--- config.mk ---
export PLATFORM = sky130hd
export DESIGN_NAME = inv_butterfly_unit
export DESIGN_NICKNAME = d
export VERILOG_FILES = /design/src/rtl/ntt_pkg.sv /design/src/rtl/inv_bf_barrett_mul.sv /design/src/rtl/inv_butterfly_unit.sv
export SDC_FILE = /design/constraint.sdc
export NUM_CORES = 1
export LEC_CHECK = 0
export BUFFER_PORTS_ARGS = -buffer_cell sky130_fd_sc_hd__buf_2
export CAP_MARGIN = 20
export CELL_PAD_IN_SITES_DETAIL_PLACEMENT = 1
export CELL_PAD_IN_SITES_GLOBAL_PLACEMENT = 2
export CORE_ASPECT_RATIO = 1.5
export CORE_MARGIN = 2
export CORE_UTILIZATION = 43
export DETAILED_ROUTE_END_ITERATION = 6
export PLACE_DENSITY = 0.91
export SETUP_SLACK_MARGIN = 0.1
export SLEW_MARGIN = 20
export SYNTH_ARGS = -nofsm -noshare
export SYNTH_HDL_FRONTEND = slang
export SYNTH_SLANG_ARGS = --single-unit
--- constraint.sdc ---
create_clock -name clk -period 6.3 [get_ports clk]
set_clock_uncertainty 0.05 [all_clocks]
set_input_delay 1.26 -clock clk [delete_from_list [all_inputs] [get_ports clk]]
set_output_delay 1.26 -clock clk [all_outputs]
set_load 0.02 [all_outputs]
--- src/rtl/ntt_pkg.sv ---
// Shared NTT arithmetic constants for the q = 3329 ring.
// Also holds the modular halving helper used before output registers.
package ntt_pkg;

  localparam int MODULUS       = 3329;
  localparam int HALF_INV      = 1665;
  localparam int BARRETT_K     = 5039;
  localparam int BARRETT_SHIFT = 24;

  // x * 2^-1 mod q for x in [0, q-1]
  function automatic logic [15:0] half_mod(
    input logic [15:0] x,
    input logic [15:0] q
  );
    logic [16:0] t;
    t = x[0] ? ({1'b0, x} + {1'b0, q}) : {1'b0, x};
    return t[16:1];
  endfunction

endpackage

--- src/rtl/inv_bf_barrett_mul.sv ---
// Pipelined Barrett modular multiplier, valid travels with data.
// Final conditional subtract is combinational into the caller's register.
module inv_bf_barrett_mul #(
  parameter int DW = 12,
  parameter int Q  = 3329
) (
  input  logic          clk,
  input  logic          rst_n,
  input  logic          i_en,
  input  logic          i_valid,
  input  logic [DW:0]   i_a,
  input  logic [DW-1:0] i_b,
  output logic          o_valid,
  output logic [DW-1:0] o_res
);
  import ntt_pkg::*;

  localparam int PW = 2 * DW;
  localparam int KW = DW + 1;
  localparam int MW = PW + KW;
  localparam int KV = (Q == MODULUS) ? BARRETT_K
                    : (1 << BARRETT_SHIFT) / Q;
  localparam logic [MW-1:0] K_L  = MW'(KV);
  localparam logic [DW:0]   Q_R  = (DW+1)'(Q);

  logic [3:0]    r_v;
  logic [PW-1:0] r_prod;
  logic [MW-1:0] r_m;
  logic [PW-1:0] r_x2;
  logic [PW-1:0] r_x3;
  logic [KW-1:0] r_qe;
  logic [DW:0]   r_rem;

  always_ff @(posedge clk or negedge rst_n) begin
    if (!rst_n) begin
      r_v    <= '0;
      r_prod <= '0;
      r_m    <= '0;
      r_x2   <= '0;
      r_x3   <= '0;
      r_qe   <= '0;
      r_rem  <= '0;
    end else if (i_en) begin
      r_v    <= {r_v[2:0], i_valid};
      r_prod <= PW'(i_a) * PW'(i_b);
      r_m    <= MW'(r_prod) * K_L;
      r_x2   <= r_prod;
      r_qe   <= KW'(r_m >> BARRETT_SHIFT);
      r_x3   <= r_x2;
      // quotient estimate is low by at most one, so rem < 2q
      r_rem  <= (DW+1)'(r_x3 - PW'(r_qe) * PW'(Q));
    end
  end

  assign o_valid = r_v[3];
  assign o_res   = (r_rem >= Q_R) ? DW'(r_rem - Q_R)
                                  : DW'(r_rem);

endmodule

--- src/rtl/inv_butterfly_unit.sv ---
// Gentleman-Sande inverse NTT butterfly, six-stage pipeline.
// Optional per-sample scaling by 2^-1 mod q on both outputs.
module inv_butterfly_unit #(
  parameter int DATA_WIDTH = 12,
  parameter int MODULUS    = 3329
) (
  input  logic                  clk,
  input  logic                  rst_n,
  input  logic                  enable,
  input  logic                  valid_in,
  input  logic [DATA_WIDTH-1:0] a_in,
  input  logic [DATA_WIDTH-1:0] b_in,
  input  logic [DATA_WIDTH-1:0] twiddle,
  input  logic                  scale_en,
  output logic [DATA_WIDTH-1:0] a_out,
  output logic [DATA_WIDTH-1:0] b_out,
  output logic                  valid_out
);
  import ntt_pkg::*;

  localparam int DW = DATA_WIDTH;
  localparam int IW = DATA_WIDTH + 1;
  localparam int DL = 4;
  localparam logic [IW-1:0] QI = IW'(MODULUS);

  logic [IW-1:0] w_sum_raw;
  logic [IW-1:0] w_sum;
  logic [IW-1:0] w_dif;
  logic          w_mv;
  logic [DW-1:0] w_mres;
  logic [DW-1:0] w_a_fin;
  logic [DW-1:0] w_b_fin;

  logic [IW-1:0] r_s1_sum;
  logic [IW-1:0] r_s1_dif;
  logic [DW-1:0] r_s1_tw;
  logic          r_s1_scl;
  logic          r_s1_v;
  logic [IW-1:0] r_sum_d [DL];
  logic          r_scl_d [DL];

  always_comb begin
    w_sum_raw = {1'b0, a_in} + {1'b0, b_in};
    w_sum     = (w_sum_raw >= QI) ? w_sum_raw - QI : w_sum_raw;
    w_dif     = (a_in >= b_in) ? {1'b0, a_in} - {1'b0, b_in}
                               : {1'b0, a_in} + QI - {1'b0, b_in};
  end

  always_ff @(posedge clk or negedge rst_n) begin
    if (!rst_n) begin
      r_s1_sum <= '0;
      r_s1_dif <= '0;
      r_s1_tw  <= '0;
      r_s1_scl <= 1'b0;
      r_s1_v   <= 1'b0;
    end else if (enable) begin
      r_s1_sum <= w_sum;
      r_s1_dif <= w_dif;
      r_s1_tw  <= twiddle;
      r_s1_scl <= scale_en;
      r_s1_v   <= valid_in;
    end
  end

  inv_bf_barrett_mul #(
    .DW (DW),
    .Q  (MODULUS)
  ) u_mul (
    .clk     (clk),
    .rst_n   (rst_n),
    .i_en    (enable),
    .i_valid (r_s1_v),
    .i_a     (r_s1_dif),
    .i_b     (r_s1_tw),
    .o_valid (w_mv),
    .o_res   (w_mres)
  );

  // sum and scale flag ride alongside the multiplier registers
  always_ff @(posedge clk or negedge rst_n) begin
    if (!rst_n) begin
      for (int i = 0; i < DL; i++) begin
        r_sum_d[i] <= '0;
        r_scl_d[i] <= 1'b0;
      end
    end else if (enable) begin
      r_sum_d[0] <= r_s1_sum;
      r_scl_d[0] <= r_s1_scl;
      for (int i = 1; i < DL; i++) begin
        r_sum_d[i] <= r_sum_d[i-1];
        r_scl_d[i] <= r_scl_d[i-1];
      end
    end
  end

  always_comb begin
    w_a_fin = DW'(r_sum_d[DL-1]);
    w_b_fin = w_mres;
    if (r_scl_d[DL-1]) begin
      w_a_fin = DW'(half_mod(16'(r_sum_d[DL-1]), 16'(MODULUS)));
      w_b_fin = DW'(half_mod(16'(w_mres), 16'(MODULUS)));
    end
  end

  always_ff @(posedge clk or negedge rst_n) begin
    if (!rst_n) begin
      a_out     <= '0;
      b_out     <= '0;
      valid_out <= 1'b0;
    end else if (enable) begin
      valid_out <= w_mv;
      if (w_mv) begin
        a_out <= w_a_fin;
        b_out <= w_b_fin;
      end
    end
  end

endmodule

Yosys cells after proc, flatten, opt, wreduce, memory -nomap -nowiden. Index checks and enable logic that the tools add are counted.

ROM bits: 0. Input bits: 41. Memories: 0. Output and inout bits: 25. Latch bits: 0. Bits in writable memories: 0. Register bits: 238.

Reductions and logical operators: 1. Add/subtract/negate cells: 9. Multiplexer cells: 7. Div/mod/pow operators: 0. $mul: 3. Order comparisons: 3. Equality and inequality tests: 0. Shift operators: 0. Bitwise operators: 0.

Operator list (count): $mux 13 (4); $mul 24x13->37 const B (1); $mux 12 (3); $add 12x12->13 const B (2); $ge 13x12->1 const B (2); $mul 13x12->24 (1); $add 12x12->13 (1); $add 13x12->13 const B (1); $mul 13x12->13 const B (1); $sub 12x12->13 (1); $sub 13x12->13 (1); $sub 13x12->13 const B (1); $sub 13x13->13 (1); $ge 12x12->1 (1); $sub 12x12->12 const B (1); $reduce_and 2->1 (1).

Logic depth before layout (Yosys ltp).
Depth in word-level cells: 5. Mapped depth: 22.

Cells and area by module. Synthesis repeated with hierarchy kept, for this count alone.

Cell total of the unflattened synthesis: 2288. Area total of the unflattened synthesis: 22601.7 µm².

Modules (own cells, without submodules): inv_bf_barrett_mul (instances 1, area each 14971.9 µm², seq. area each 2327.2 µm², cells an instance 1506); inv_butterfly_unit (instances 1, area each 7629.8 µm², seq. area each 3027.9 µm², cells an instance 782).

Worst setup path before layout. Ideal clock, no wire load.

Path kind: register to register. Start point: register u_mul.r_prod[15]. End point: register u_mul.r_m[36]. Path buffers: 0. Setup slack: 0.923 ns. Cell stages (with the launch flop): 18. Library setup time: 0.125 ns. Clock period less this slack: 5.377 ns. Required time: 6.125 ns. Data arrival time: 5.203 ns. Cells stage by stage: dfrtp_1 -> fa_1 -> fa_1 -> fa_1 -> fa_1 -> inv_1 -> fa_1 -> inv_1 -> ha_1 -> a21oi_1 -> o21ai_0 -> a2111oi_0 -> o41ai_1 -> o21ai_0 -> a21oi_1 -> a211oi_1 -> xnor2_1 -> mux2_2.

Word-level cells in the longest chain between the ends: 1.

Ends and longest elaborated chain: start: declaration (line inv_bf_barrett_mul.sv:27) `logic [PW-1:0] r_prod;`; start signal: assignment (line inv_bf_barrett_mul.sv:45) `r_prod <= PW'(i_a) * PW'(i_b);`; $mul 24x13->37 (line inv_bf_barrett_mul.sv:46) `r_m <= MW'(r_prod) * K_L;`; end signal: assignment (line inv_bf_barrett_mul.sv:46); end: declaration (line inv_bf_barrett_mul.sv:28) `logic [MW-1:0] r_m;`.

Every way passes these cells. A chain may end at the register's enable or synchronous reset.

Worst setup path after layout.
Start point: register u_mul.r_prod[10]. End point: register u_mul.r_m[36].

Same word-level chain as after synthesis.

==> impl_metrics.tcl <==
set metrics [dict create \
    rsz0062_at_grt "no" \
    setup_tns_ps 0 \
    fmax_ghz 0.169 \
    critPathRequiredTime_ps 6710 \
    cts_tree "built" \
    worst_pin_slew_ps 1030 \
    maxSlewHeadroom_pct 30.6 \
    vias 15900 \
    clkTransAtPathRegs_ps 70 \
    period_share_pct 93.7 \
    path_class "reg -> reg" \
    ys_types 85 \
    fp.dieArea_um2 54100 \
    chipHeight_um 284 \
    nets 2841 \
    pin_count 66 \
    end_kind "register" \
    synth_largest_area_cell "dfrtp_1" \
    grt_max_degree 116 \
    drc 0 \
    crit_path_start_kind "register" \
    rows 102 \
    clkSinkCount 214 \
    fillCellCount 5832 \
    async_reset_ff_share_pct 100 \
    start_util_pct 43.5 \
    drt_iter0_drc 464 \
    maxCapViolations 0 \
    critPathArrivalTime_ps 6310 \
    syn_area_um2 22500 \
    drive_gt1_share_pct 13.0 \
    ys.flop_type "dfrtp_1" \
    synth_area_leaders "dfrtp_1, fa_1, ha_1, mux2_2, inv_1" \
    status "complete, no violations" \
    synth_seq_cells 214 \
    multi_input_area_um2 15400 \
    grt_antenna_before_repair 0 \
    syn_nets 2812 \
    grt_pass1_vias 18400 \
    yosysTopAreaCellShare_pct 23.9 \
    slew_violations 0 \
    final-setup-viol-count 0 \
    path_max_fanout 8 \
    hold_viol_final 0 \
    yosysSeqAreaShare_pct 23.9 \
    clk_latency_ps 580 \
    ys_warn_count 0 \
    yosysMostFrequentCell "inv_1" \
    hpwl_um 46300 \
    overflow 0 \
    place_congestion 0.919 \
    finalCriticalPeriod_ps 5900 \
    vias_per_cell 5.34 \
    diodes 0 \
    portBuffers 65 \
    synth_edf_count 0 \
    wl_per_cell_um 19.1 \
    cts_root_buf "clkbuf_16" \
    hp-class "reg -> reg" \
    die_x_um 191 \
    coreArea_um2 51600 \
    seqCellArea_um2 5360 \
    final_antenna_net_count 0 \
    grt_pass1_wl_um 95700 \
    totalWireLength_um 57000 \
    firstDrtPassIters 4 \
    synthTopCellsByCount "inv_1, ha_1, fa_1, nand2_1, dfrtp_1" \
    avgSynthCellArea_um2 9.95 \
    cts_max_path_buffers 3 \
    netlist_instances 2257 \
    htree_levels 1 \
    cts_buffers 26 \
    grtUsageTotal_pct 22.1 \
    synthToLayoutAreaGrowth_pct 8.54 \
]
-- routing by layer --
metal / GRT usage [%] / up-vias / part of all wire [%] / wire [um]
li1: - / 7461 / - / -
met1: 24.0 / 8161 / 38 / 21700
met2: 43.4 / 186 / 56 / 31800
met3: 1.47 / 105 / 1.6 / 913
met4: 9.01 / 0 / 4.5 / 2570
met5: 0 / - / 0 / 0
-- sequential cells by signal, summed over array words and instances (netlist names), 13 cells and up --
signal / flops
r_s1_dif: 13
r_s1_sum: 13
r_sum_d: 52
u_mul.r_m: 13
u_mul.r_prod: 24
u_mul.r_qe: 13
u_mul.r_rem: 13
u_mul.r_x2: 13
u_mul.r_x3: 13
-- layout by cell type, fill, tap and decap left out, types with 14 or more instances in the layout --
cell type,netlist,final
inv_1,372,371
ha_1,262,262
fa_1,252,252
nand2_1,217,217
dfrtp_1,214,214
mux2_2,134,134
a21oi_1,101,101
nor2_1,78,78
xnor2_1,70,70
o21ai_0,67,67
buf_2,8,63
and2_1,50,50
clkbuf_16,0,26
nand3_1,25,25
a21o_1,25,25
xor2_1,24,24
nor3_1,24,24
buf_4,1,21
o31ai_1,20,20
o21a_1,15,15
nand4_1,14,14
-- worst paths after layout --
path / start / end / slack (ps) / cells past startpoint
worst max-delay path: u_mul.r_prod[10] / u_mul.r_m[36] / 400 / 16
worst max register to register: u_mul.r_prod[10] / u_mul.r_m[36] / 400 / 16
worst min-delay path: b_out[2] / b_out[2] / 420 / 1
min in group asynchronous: rst_n / b_out[6] / 730 / 1
worst min register to register: b_out[2] / b_out[2] / 420 / 1
max in group asynchronous: rst_n / u_mul.r_qe[4] / 4330 / 2
-- per-stage QoR --
step	utilization [%]	hold slack (ps)	setup WS (ps)	instances	instance area (um^2)
global placement	45.5	404	335	2934	23500
global route	47.3	453	104	2982	24400
CTS	47.2	433	203	2982	24400
finish	47.3	423	396	2982	24400
floorplan	-	396	923	2257	22500
detailed placement	45.5	418	265	2934	23500
-- repair_timing --
action / 4_1_cts / 5_1_grt
hold buffers: 0 / 0
buffers inserted: 0 / 0
gates resized for setup: 0 / 3
setup endpoints to repair: 0 / 4
-- worst max-delay path, stage by stage (launching register included) --
cell	delay, ps
dfrtp_1	600
fa_1	550
fa_1	610
fa_1	450
fa_1	490
fa_1	500
ha_1	330
a21oi_1	200
o21ai_0	130
o31ai_1	360
buf_4	200
a21oi_1	110
o21ai_0	320
a21oi_1	200
a211oi_1	320
xnor2_1	110
mux2_2	270
-- final cells by class --
type	count	share of cell area, %
Clock inverter	19	0.816
Sequential cell	214	22.0
Clock buffer	29	2.80
Timing Repair Buffer	87	2.14
Multi-Input combinational cell	1582	63.0
Tap cell	676	3.47
Inverter	375	5.78
-- logic make-up after synthesis --
family          synth area share [%]
flops                           23.9
simple gates                    10.5
buf+inv                         7.80
compound gates                  9.97
xor+xnor                        3.67
fa+ha+maj                       37.1
mux                             7.17
Power is not shown: default switching activity piles up to over one toggle a cycle in this logic, so the estimate is an artifact.
